[src/rtl/counter_seq_ctrl_pkg.sv]
// Shared types for the counter sequencer: FSM state encoding and
// the configuration bundle with its reset defaults.
package counter_seq_ctrl_pkg;

    localparam int CNT_W = 4;
    localparam int PRS_W = 8;

    typedef enum logic [1:0] {
        IDLE = 2'd0,
        RUN  = 2'd1,
        HOLD = 2'd2,
        DONE = 2'd3
    } state_e;

    typedef struct packed {
        logic [CNT_W-1:0] limit;
        logic [PRS_W-1:0] prescale;
        logic             periodic;
    } cfg_t;

    localparam logic [CNT_W-1:0] CFG_LIMIT_RST    = '1;
    localparam logic [PRS_W-1:0] CFG_PRESCALE_RST = '0;
    localparam logic             CFG_PERIODIC_RST = 1'b1;

    localparam cfg_t CFG_RST = '{
        limit:    CFG_LIMIT_RST,
        prescale: CFG_PRESCALE_RST,
        periodic: CFG_PERIODIC_RST
    };

endpackage

[src/rtl/counter_seq_ctrl_prescaler.sv]
// Prescaler: emits a step strobe every (prescale+1) enabled cycles.
// Disabled cycles freeze the phase so a held run resumes exactly.
module counter_seq_ctrl_prescaler
    import counter_seq_ctrl_pkg::*;
#(
    parameter int PRE_W = PRS_W
) (
    input  logic             clock,
    input  logic             reset,
    input  logic             enable,
    input  logic             clear,
    input  logic [PRE_W-1:0] prescale,
    output logic             step
);

    logic [PRE_W-1:0] cnt_q;
    logic [PRE_W-1:0] cnt_d;

    always_comb begin
        cnt_d = cnt_q;
        step  = 1'b0;
        if (clear) begin
            cnt_d = '0;
        end else if (enable) begin
            if (cnt_q == prescale) begin
                cnt_d = '0;
                step  = 1'b1;
            end else begin
                cnt_d = cnt_q + 1'b1;
            end
        end
    end

    always_ff @(posedge clock or posedge reset) begin
        if (reset) begin
            cnt_q <= '0;
        end else begin
            cnt_q <= cnt_d;
        end
    end

endmodule

[src/rtl/counter_seq_ctrl.sv]
// Counter sequencer: start/stop/hold FSM, config handshake and counter.
// COUNTER_SEQ_CTRL_STATS_EN adds a saturating wrap_count output.
module counter_seq_ctrl
    import counter_seq_ctrl_pkg::*;
#(
    parameter int WIDTH = CNT_W,
    parameter int PRE_W = PRS_W
) (
    input  logic             clock,
    input  logic             reset,
    input  logic             cfg_valid,
    output logic             cfg_ready,
    input  logic [WIDTH-1:0] cfg_limit,
    input  logic [PRE_W-1:0] cfg_prescale,
    input  logic             cfg_periodic,
    input  logic             cmd_start,
    input  logic             cmd_stop,
    output logic [WIDTH-1:0] count,
    output logic             busy,
    output logic             holding,
    output logic             wrap_pulse,
    output logic             toggle,
`ifdef COUNTER_SEQ_CTRL_STATS_EN
    output logic [15:0]      wrap_count,
`endif
    output logic             done
);

    state_e           state_q, state_d;
    cfg_t             cfg_q, cfg_d;
    logic [WIDTH-1:0] count_q, count_d;
    logic             toggle_q, toggle_d;
    logic             wrap_q, wrap_d;

    logic idle_or_done;
    logic start_new;
    logic hold_abort;
    logic pre_en;
    logic pre_clr;
    logic step;
    logic wrap_evt;

    assign idle_or_done = (state_q == IDLE) || (state_q == DONE);
    assign start_new    = idle_or_done && cmd_start && !cmd_stop;
    assign hold_abort   = (state_q == HOLD) && cmd_stop;
    assign pre_en       = (state_q == RUN) && !cmd_stop;
    assign pre_clr      = start_new || hold_abort;
    assign wrap_evt     = pre_en && step && (count_q == cfg_q.limit);

    counter_seq_ctrl_prescaler #(
        .PRE_W (PRE_W)
    ) u_prescaler (
        .clock    (clock),
        .reset    (reset),
        .enable   (pre_en),
        .clear    (pre_clr),
        .prescale (cfg_q.prescale),
        .step     (step)
    );

    always_comb begin
        state_d  = state_q;
        cfg_d    = cfg_q;
        count_d  = count_q;
        toggle_d = toggle_q;
        wrap_d   = 1'b0;
        if (cfg_valid && idle_or_done) begin
            cfg_d = '{
                limit:    cfg_limit,
                prescale: cfg_prescale,
                periodic: cfg_periodic
            };
        end
        unique case (state_q)
            IDLE, DONE: begin
                // stop wins over start; from DONE it returns to IDLE
                if (cmd_stop) begin
                    state_d = IDLE;
                end else if (cmd_start) begin
                    state_d = RUN;
                    count_d = '0;
                end
            end
            RUN: begin
                if (cmd_stop) begin
                    state_d = HOLD;
                end else if (wrap_evt) begin
                    count_d  = '0;
                    wrap_d   = 1'b1;
                    toggle_d = ~toggle_q;
                    if (!cfg_q.periodic) begin
                        state_d = DONE;
                    end
                end else if (step) begin
                    count_d = count_q + 1'b1;
                end
            end
            HOLD: begin
                if (cmd_stop) begin
                    state_d = IDLE;
                    count_d = '0;
                end else if (cmd_start) begin
                    state_d = RUN;
                end
            end
            default: state_d = IDLE;
        endcase
    end

    always_ff @(posedge clock or posedge reset) begin
        if (reset) begin
            state_q  <= IDLE;
            cfg_q    <= CFG_RST;
            count_q  <= '0;
            toggle_q <= 1'b0;
            wrap_q   <= 1'b0;
        end else begin
            state_q  <= state_d;
            cfg_q    <= cfg_d;
            count_q  <= count_d;
            toggle_q <= toggle_d;
            wrap_q   <= wrap_d;
        end
    end

    assign cfg_ready  = idle_or_done;
    assign count      = count_q;
    assign busy       = (state_q == RUN);
    assign holding    = (state_q == HOLD);
    assign done       = (state_q == DONE);
    assign wrap_pulse = wrap_q;
    assign toggle     = toggle_q;

`ifdef COUNTER_SEQ_CTRL_STATS_EN
    logic [15:0] wcnt_q, wcnt_d;

    always_comb begin
        wcnt_d = wcnt_q;
        if (start_new) begin
            wcnt_d = '0;
        end else if (wrap_evt && (wcnt_q != 16'hFFFF)) begin
            wcnt_d = wcnt_q + 16'd1;
        end
    end

    always_ff @(posedge clock or posedge reset) begin
        if (reset) begin
            wcnt_q <= '0;
        end else begin
            wcnt_q <= wcnt_d;
        end
    end

    assign wrap_count = wcnt_q;
`endif

endmodule

[config.mk]
export PLATFORM = sky130hd
export DESIGN_NAME = counter_seq_ctrl
export DESIGN_NICKNAME = d
export VERILOG_FILES = /design/src/rtl/counter_seq_ctrl_pkg.sv /design/src/rtl/counter_seq_ctrl_prescaler.sv /design/src/rtl/counter_seq_ctrl.sv
export SDC_FILE = /design/constraint.sdc
export NUM_CORES = 1
export LEC_CHECK = 0
export ABC_AREA = 1
export CORE_ASPECT_RATIO = 0.6
export CORE_MARGIN = 5
export CORE_UTILIZATION = 40
export CTS_CLUSTER_DIAMETER = 50
export DETAILED_ROUTE_END_ITERATION = 6
export MAX_ROUTING_LAYER = met4
export PLACE_DENSITY = 0.61
export SYNTH_ARGS = -nofsm -noshare
export SYNTH_HDL_FRONTEND = slang
export SYNTH_SLANG_ARGS = --single-unit
[constraint.sdc]
create_clock -name clock -period 5.1 [get_ports clock]
set_input_delay 1.02 -clock clock [delete_from_list [all_inputs] [get_ports clock]]
set_output_delay 1.02 -clock clock [all_outputs]
set_load 0.005 [all_outputs]
==> metrics.cfg, run 1 <==
[setup_path]
worst-path-buf-inv=2
critPathRequiredTime_ns=4.08
slowest_stage=clkdlybuf4s50_1
arrival_ns=1.66
worstSetupStartpointType=register
critical_path.top_delay_family=buffers and inverters
slowest_delay_ns=0.56
r2r_slack_ns=3.15
worst-setup-path-type=register to output port
cp_cell_sequence=inv_1 > ha_1 > clkdlybuf4s50_1
end_kind=output port
cp_max_fo=7

[floorplanning]
dieArea_sq_um=5330
rows=17
core_area_sq_um=3720
initial_core_util_pct=42.3
die_h_microns=58.6
die_w_microns=91.0
io_pins=28

[placement]
placedCellCount=267
place_hpwl_microns=2600
io_buffers=27
gp_congestion=0.819

[synth]
ys.warnings.count=0
synth_top_cell_by_area=dfrtp_1
synthArstFlopShare_pct=100
ys_top_cells_by_count=53 x nand2_1, 25 x inv_1, 24 x dfrtp_1, 21 x nor2_1, 18 x a21oi_1
syn-mean-instance-area_sq_um=8.03
synthesis.instances=196
ys_seq_area_share_pct=46.5
synth.area.top_cells=dfrtp_1 38%, nand2_1 13%, dfstp_2 8.3%
synth_top_area_share_pct=38.2
synthMostInstantiatedCell=nand2_1
synth_nets=220
synth_edf_count=0
ys_seq_elements=29
synthFlopType=dfrtp_1
netlist_area_sq_um=1570
synthDistinctLibCells=26

[routing]
vias=1306
routed_via_density=4.75
wl_per_cell_microns=12.6
drc=0
wirelength_microns=3460
drtIter0Drc=55
dr.pass1.iters=4
drt.antenna.violating_nets=0

[global_route]
first_global_vias=1351
antenna_found_initial=0
grt_pass1_wl_microns=6040
track_usage_pct=14.8
grt_start_max_net_pins=30
overflow=0

[timing]
rsz0062_at_grt=false
period_needed_ns=2.68
setup_violations=0
finClkSkew_ns=0.00194
drv_slew=0
min_period_over_period_pct=52.6
worst_hold_slack_ns=0.472
tns_ns=0
worst_pin_slew_ns=1.11
hold_viol_final=0
slew_headroom_pct=26.2
max_freq_mhz=373

[cts]
cts_resized=0
cts_root_buffer=clkbuf_8
cts_sinks=29
clk-insertion-delay-late_ns=0.28
h-tree-depth=2
cts_inserted_buffers=5
cts.clk_slew.worst_paths_ns=0.06
cts_setup_buffers=0
cts_tree=yes
postCtsHoldBufs=0
clock_path_buffers=2

[pwr]
ir_drop_mv=0.224
leakage_nw=0.934
p_per_area_nw_per_um2=475
power_w=0.000935

[run_status]
status=finished clean

[hold_path]
hold_class=register to register

[finish]
nets=251
stdcell_count=275
drive_gt1_share_pct=9.21
area_growth_syn_to_layout_pct=25.2
antenna_cells=0
final_core_util_pct=52.9

[job]
maxCapViolations=0

-- final cells by class --
cell class | count | area, sq um
well taps | 47 | 58.8
clock buffers | 5 | 68.8
fillers | 349 | 1750
inverters | 26 | 97.6
clock inverters | 3 | 17.5
repair buffers | 27 | 270
flip-flops and latches | 29 | 732
multi-input cells | 138 | 726
-- routing by layer --
layer	GRT usage, %	vias up	share of wire (%)
li1	-	684	-
met1	20.3	578	52
met2	20.1	35	40
met3	4.85	9	6.2
met4	5.86	0	1.7
met5	-	-	0
-- cells by family (layout without fill, tap and decap cells) --
logic type,after synthesis,in the layout,synth area share [%]
multiplexers,4,4,2.86
adder cells (fa/ha/maj),6,6,4.77
XOR/XNOR,8,8,4.45
AND/OR/NAND/NOR,92,92,24.9
flip-flops,29,29,46.5
buffers and inverters,29,61,7.39
AO/OA/AOI/OAI,28,28,9.14
-- sequential cells by signal, summed over array words and instances (netlist names) --
register / count
cfg_q: 13
u_prescaler.cnt_q: 8
wrap_pulse: 1
toggle: 1
state_q: 2
count: 4
-- stage by stage --
stage,setup WS [ns],instance area [sq um]
final,2.42,1970
after detailed placement,2.50,1880
after global placement,2.58,1880
after floorplan,3.19,1570
after CTS,2.41,1970
after global routing,2.34,1970
-- placed cells by master, fill, tap and decap left out --
cell             instances
nor2_2                   1
nand2_1                 53
nor3_1                   3
nor2_1                  21
inv_1                   25
nand4_1                  2
nand3b_1                 2
nand2_2                  1
nand3_1                  7
clkbuf_8                 5
o22ai_1                  1
dfstp_2                  5
dfrtp_1                 24
a211oi_1                 1
nand3_4                  1
nor4_1                   1
mux2_2                   4
a21oi_1                 18
o21ai_1                  5
ha_1                     6
clkinvlp_4               1
xor2_1                   3
clkdlybuf4s50_1         27
clkinv_2                 2
o21ai_0                  3
inv_2                    1
xnor2_1                  5
-- worst reg2reg max path, cell delays in order, from the launching register on --
cell and delay, ns:
dfrtp_1 0.42, inv_1 0.07, ha_1 0.35, nand2_1 0.62
mux2_2 0.43
-- worst paths after layout --
| path | to | start | cells after the start |
|---|---|---|---|
| hold / removal | toggle | toggle | 1 |
| hold reg to reg | toggle | toggle | 1 |
| min in group asynchronous | cfg_q[3] | reset | 2 |
| max in group asynchronous | cfg_q[1] | reset | 2 |
| setup / recovery | busy | state_q[1] | 3 |
| setup reg to reg | cfg_q[10] | state_q[0] | 4 |
-- report_power, final --
part           internal [W]  switching (W)  total, W
Clock             0.0000939      0.0000904  0.000184
Sequential         0.000318      0.0000600  0.000378
Combinational      0.000162       0.000210  0.000373
No activity file was read; power rests on OpenSTA's default activity.
==> run 2, diff against run 1 <==
PLACE_DENSITY = 0.64   (was 0.61)
clock period = 2.3 ns   (was 5.1 ns; I/O delays follow)
==> run 2 against run 1 <==
  * Clock-buffer cell count grew 2
  * Clock skew grew 0.0035 ns
  * First-iteration DRC count grew 95%
  * Sequential share of layout area shrank 0.83 points
  * Highest routed layer unchanged
  * Sequential power grew 120%
  * Non-clock buffer count grew 2
  * Worst setup slack lost 2.2 ns
  * Register-to-register slack lost 2.7 ns
  * Largest cell class unchanged
  * Routed wire length shrank 4.9%
  * Power grew 140%
  * Cell count grew 0.73%
  * Global-route usage shrank 0.77 points
==> metrics.cfg, run 2 (synthesis gave the netlist of run 1 again) <==
[routing]
wl_per_cell_microns=11.9  ; was 12.6 microns
vias=1331  ; was 1,306
dr.pass1.iters=5  ; was 4
drc=0  ; unchanged
drtIter0Drc=107  ; was 55
drt.antenna.violating_nets=0  ; unchanged
routed_via_density=4.81  ; was 4.75
wirelength_microns=3290  ; was 3460 microns

[finish]
most-common-layout-cells=53 x nand2_1, 27 x clkdlybuf4s50_1, 25 x inv_1, 24 x dfrtp_1, 21 x nor2_1  ; unchanged
area_growth_syn_to_layout_pct=28.1  ; was 25.2%
largest_reg_flops=13  ; unchanged
final_common_cell=nand2_1  ; unchanged
drive_gt1_share_pct=9.57  ; was 9.21%
largest_register=cfg_q  ; unchanged
nets=253  ; was 251
antenna_cells=0  ; unchanged

[cts]
clock_path_buffers=2  ; unchanged
cts_tree=yes  ; unchanged
cts_inserted_buffers=5  ; unchanged
clk-insertion-delay-late_ns=0.29  ; was 0.28 ns
cts_setup_buffers=0  ; unchanged
postCtsHoldBufs=0  ; unchanged
h-tree-depth=2  ; unchanged
cts_root_buffer=clkbuf_8  ; unchanged
cts_resized=0  ; unchanged
cts.clk_slew.worst_paths_ns=0.06  ; about the same
cts_sinks=29  ; unchanged

[global_route]
antenna_found_initial=0  ; unchanged
track_usage_pct=14.0  ; was 14.8%
grt_pass1_wl_microns=5550  ; was 6040 microns
overflow=0  ; unchanged
met3_usage_pct=6.64  ; was 4.85%
first_global_vias=1163  ; was 1,351
met2_usage_pct=16.6  ; was 20.1%
grt_start_max_net_pins=30  ; unchanged
grt_util_met1_pct=20.0  ; was 20.3%
busiest_layer=met1  ; unchanged

[floorplanning]
initial_core_util_pct=42.3  ; unchanged
die_w_microns=91.0  ; unchanged
die_h_microns=58.6  ; unchanged
core_area_sq_um=3720  ; unchanged
io_pins=28  ; unchanged
dieArea_sq_um=5330  ; unchanged
rows=17  ; unchanged

[setup_path]
cp_max_fo=7  ; unchanged
critPathRequiredTime_ns=1.84  ; was 4.08 ns
worstSetupStartpointType=register  ; unchanged
worst-setup-path-type=register to output port  ; unchanged
end_kind=output port  ; unchanged
arrival_ns=1.67  ; was 1.66 ns

[pwr]
p_per_area_nw_per_um2=1100  ; was 475 nW/um^2
ir_drop_mv=0.489  ; was 0.224 mV
leakage_nw=0.958  ; was 0.934 nW

[placement]
io_buffers=27  ; unchanged
place_hpwl_microns=2440  ; was 2600 microns
gp_congestion=0.805  ; was 0.819

[timing]
setup_violations=0  ; unchanged
worst_hold_slack_ns=0.471  ; was 0.472 ns
worst_pin_slew_ns=0.406  ; was 1.11 ns
drv_slew=0  ; unchanged
period_needed_ns=2.13
tns_ns=0  ; unchanged
min_period_over_period_pct=92.7
rsz0062_at_grt=false  ; unchanged
max_freq_mhz=469
hold_viol_final=0  ; unchanged
finClkSkew_ns=0.00543  ; was 0.00194 ns
slew_headroom_pct=72.8  ; was 26.2%

[run_status]
status=finished clean  ; unchanged

[job]
maxCapViolations=0  ; unchanged

[hold_path]
hold_class=register to register  ; unchanged

-- run 2: changes by cell type in the layout (fill, tap and decap cells not counted) --
cell	change
buf_4	+2
clkinv_2	-2
bufinv_16	+1
clkbuf_1	+1
clkbuf_8	+1
clkinvlp_4	-1
-- run 2: through the flow --
step | utilization (%) | setup slack, ns | std cells | instance area [sq um] | total power [W]
after floorplan | - | 0.658 | 196 | 1570 | 0.00142
after global placement | 51.0 | 0.348 | 269 | 1900 | 0.00167
after detailed placement | 51.0 | 0.261 | 269 | 1900 | 0.00168
after CTS | 54.2 | 0.151 | 277 | 2020 | 0.00224
after global routing | 54.2 | 0.0711 | 277 | 2020 | 0.00240
final | 54.2 | 0.168 | 277 | 2020 | 0.00221
-- run 2: path summary, 6_finish.rpt --
kind	from	slack, ns	to	depth (start not counted)
worst max-delay path	state_q[1]	0.17	busy	3
worst min-delay path	toggle	0.47	toggle	1
worst max register to register	state_q[1]	0.47	u_prescaler.cnt_q[5]	8
worst min register to register	toggle	0.47	toggle	1
max in group asynchronous	reset	1.42	cfg_q[0]	3
min in group asynchronous	reset	0.56	cfg_q[2]	3
-- run 2: routing by layer --
metal / wire length [microns] / share of wire (%)
met2: 1180 / 36
met1: 1850 / 56
met5: 0 / 0
met3: 218 / 6.6
met4: 48 / 1.5
-- run 2: critical path: stages, from the launching register on --
cell	delay, ns
dfrtp_1	0.41
inv_1	0.09
ha_1	0.33
clkdlybuf4s50_1	0.56
-- run 2: layout make-up --
class | count | area (sq um)
fillers | 356 | 1710
flip-flops and latches | 29 | 732
multi-input cells | 138 | 726
repair buffers | 29 | 285
inverters | 26 | 97.6
clock buffers | 7 | 86.3
well taps | 47 | 58.8
clock inverters | 1 | 30.0
-- run 2: report_power, final --
group	switching, W	total (W)	leakage, nW	internal (W)
registers	0.000125	0.000831	0.357	0.000705
logic	0.000465	0.000833	0.542	0.000369
clock network	0.000198	0.000551	0.0585	0.000353
total	0.000788	0.00221	0.958	0.00143
==> run 3, diff against run 2 <==
CTS_CLUSTER_SIZE = 24   (was unset)
==> results of run 3 <==
No change in the layout: final DEF, timing and power equal those of run 2.
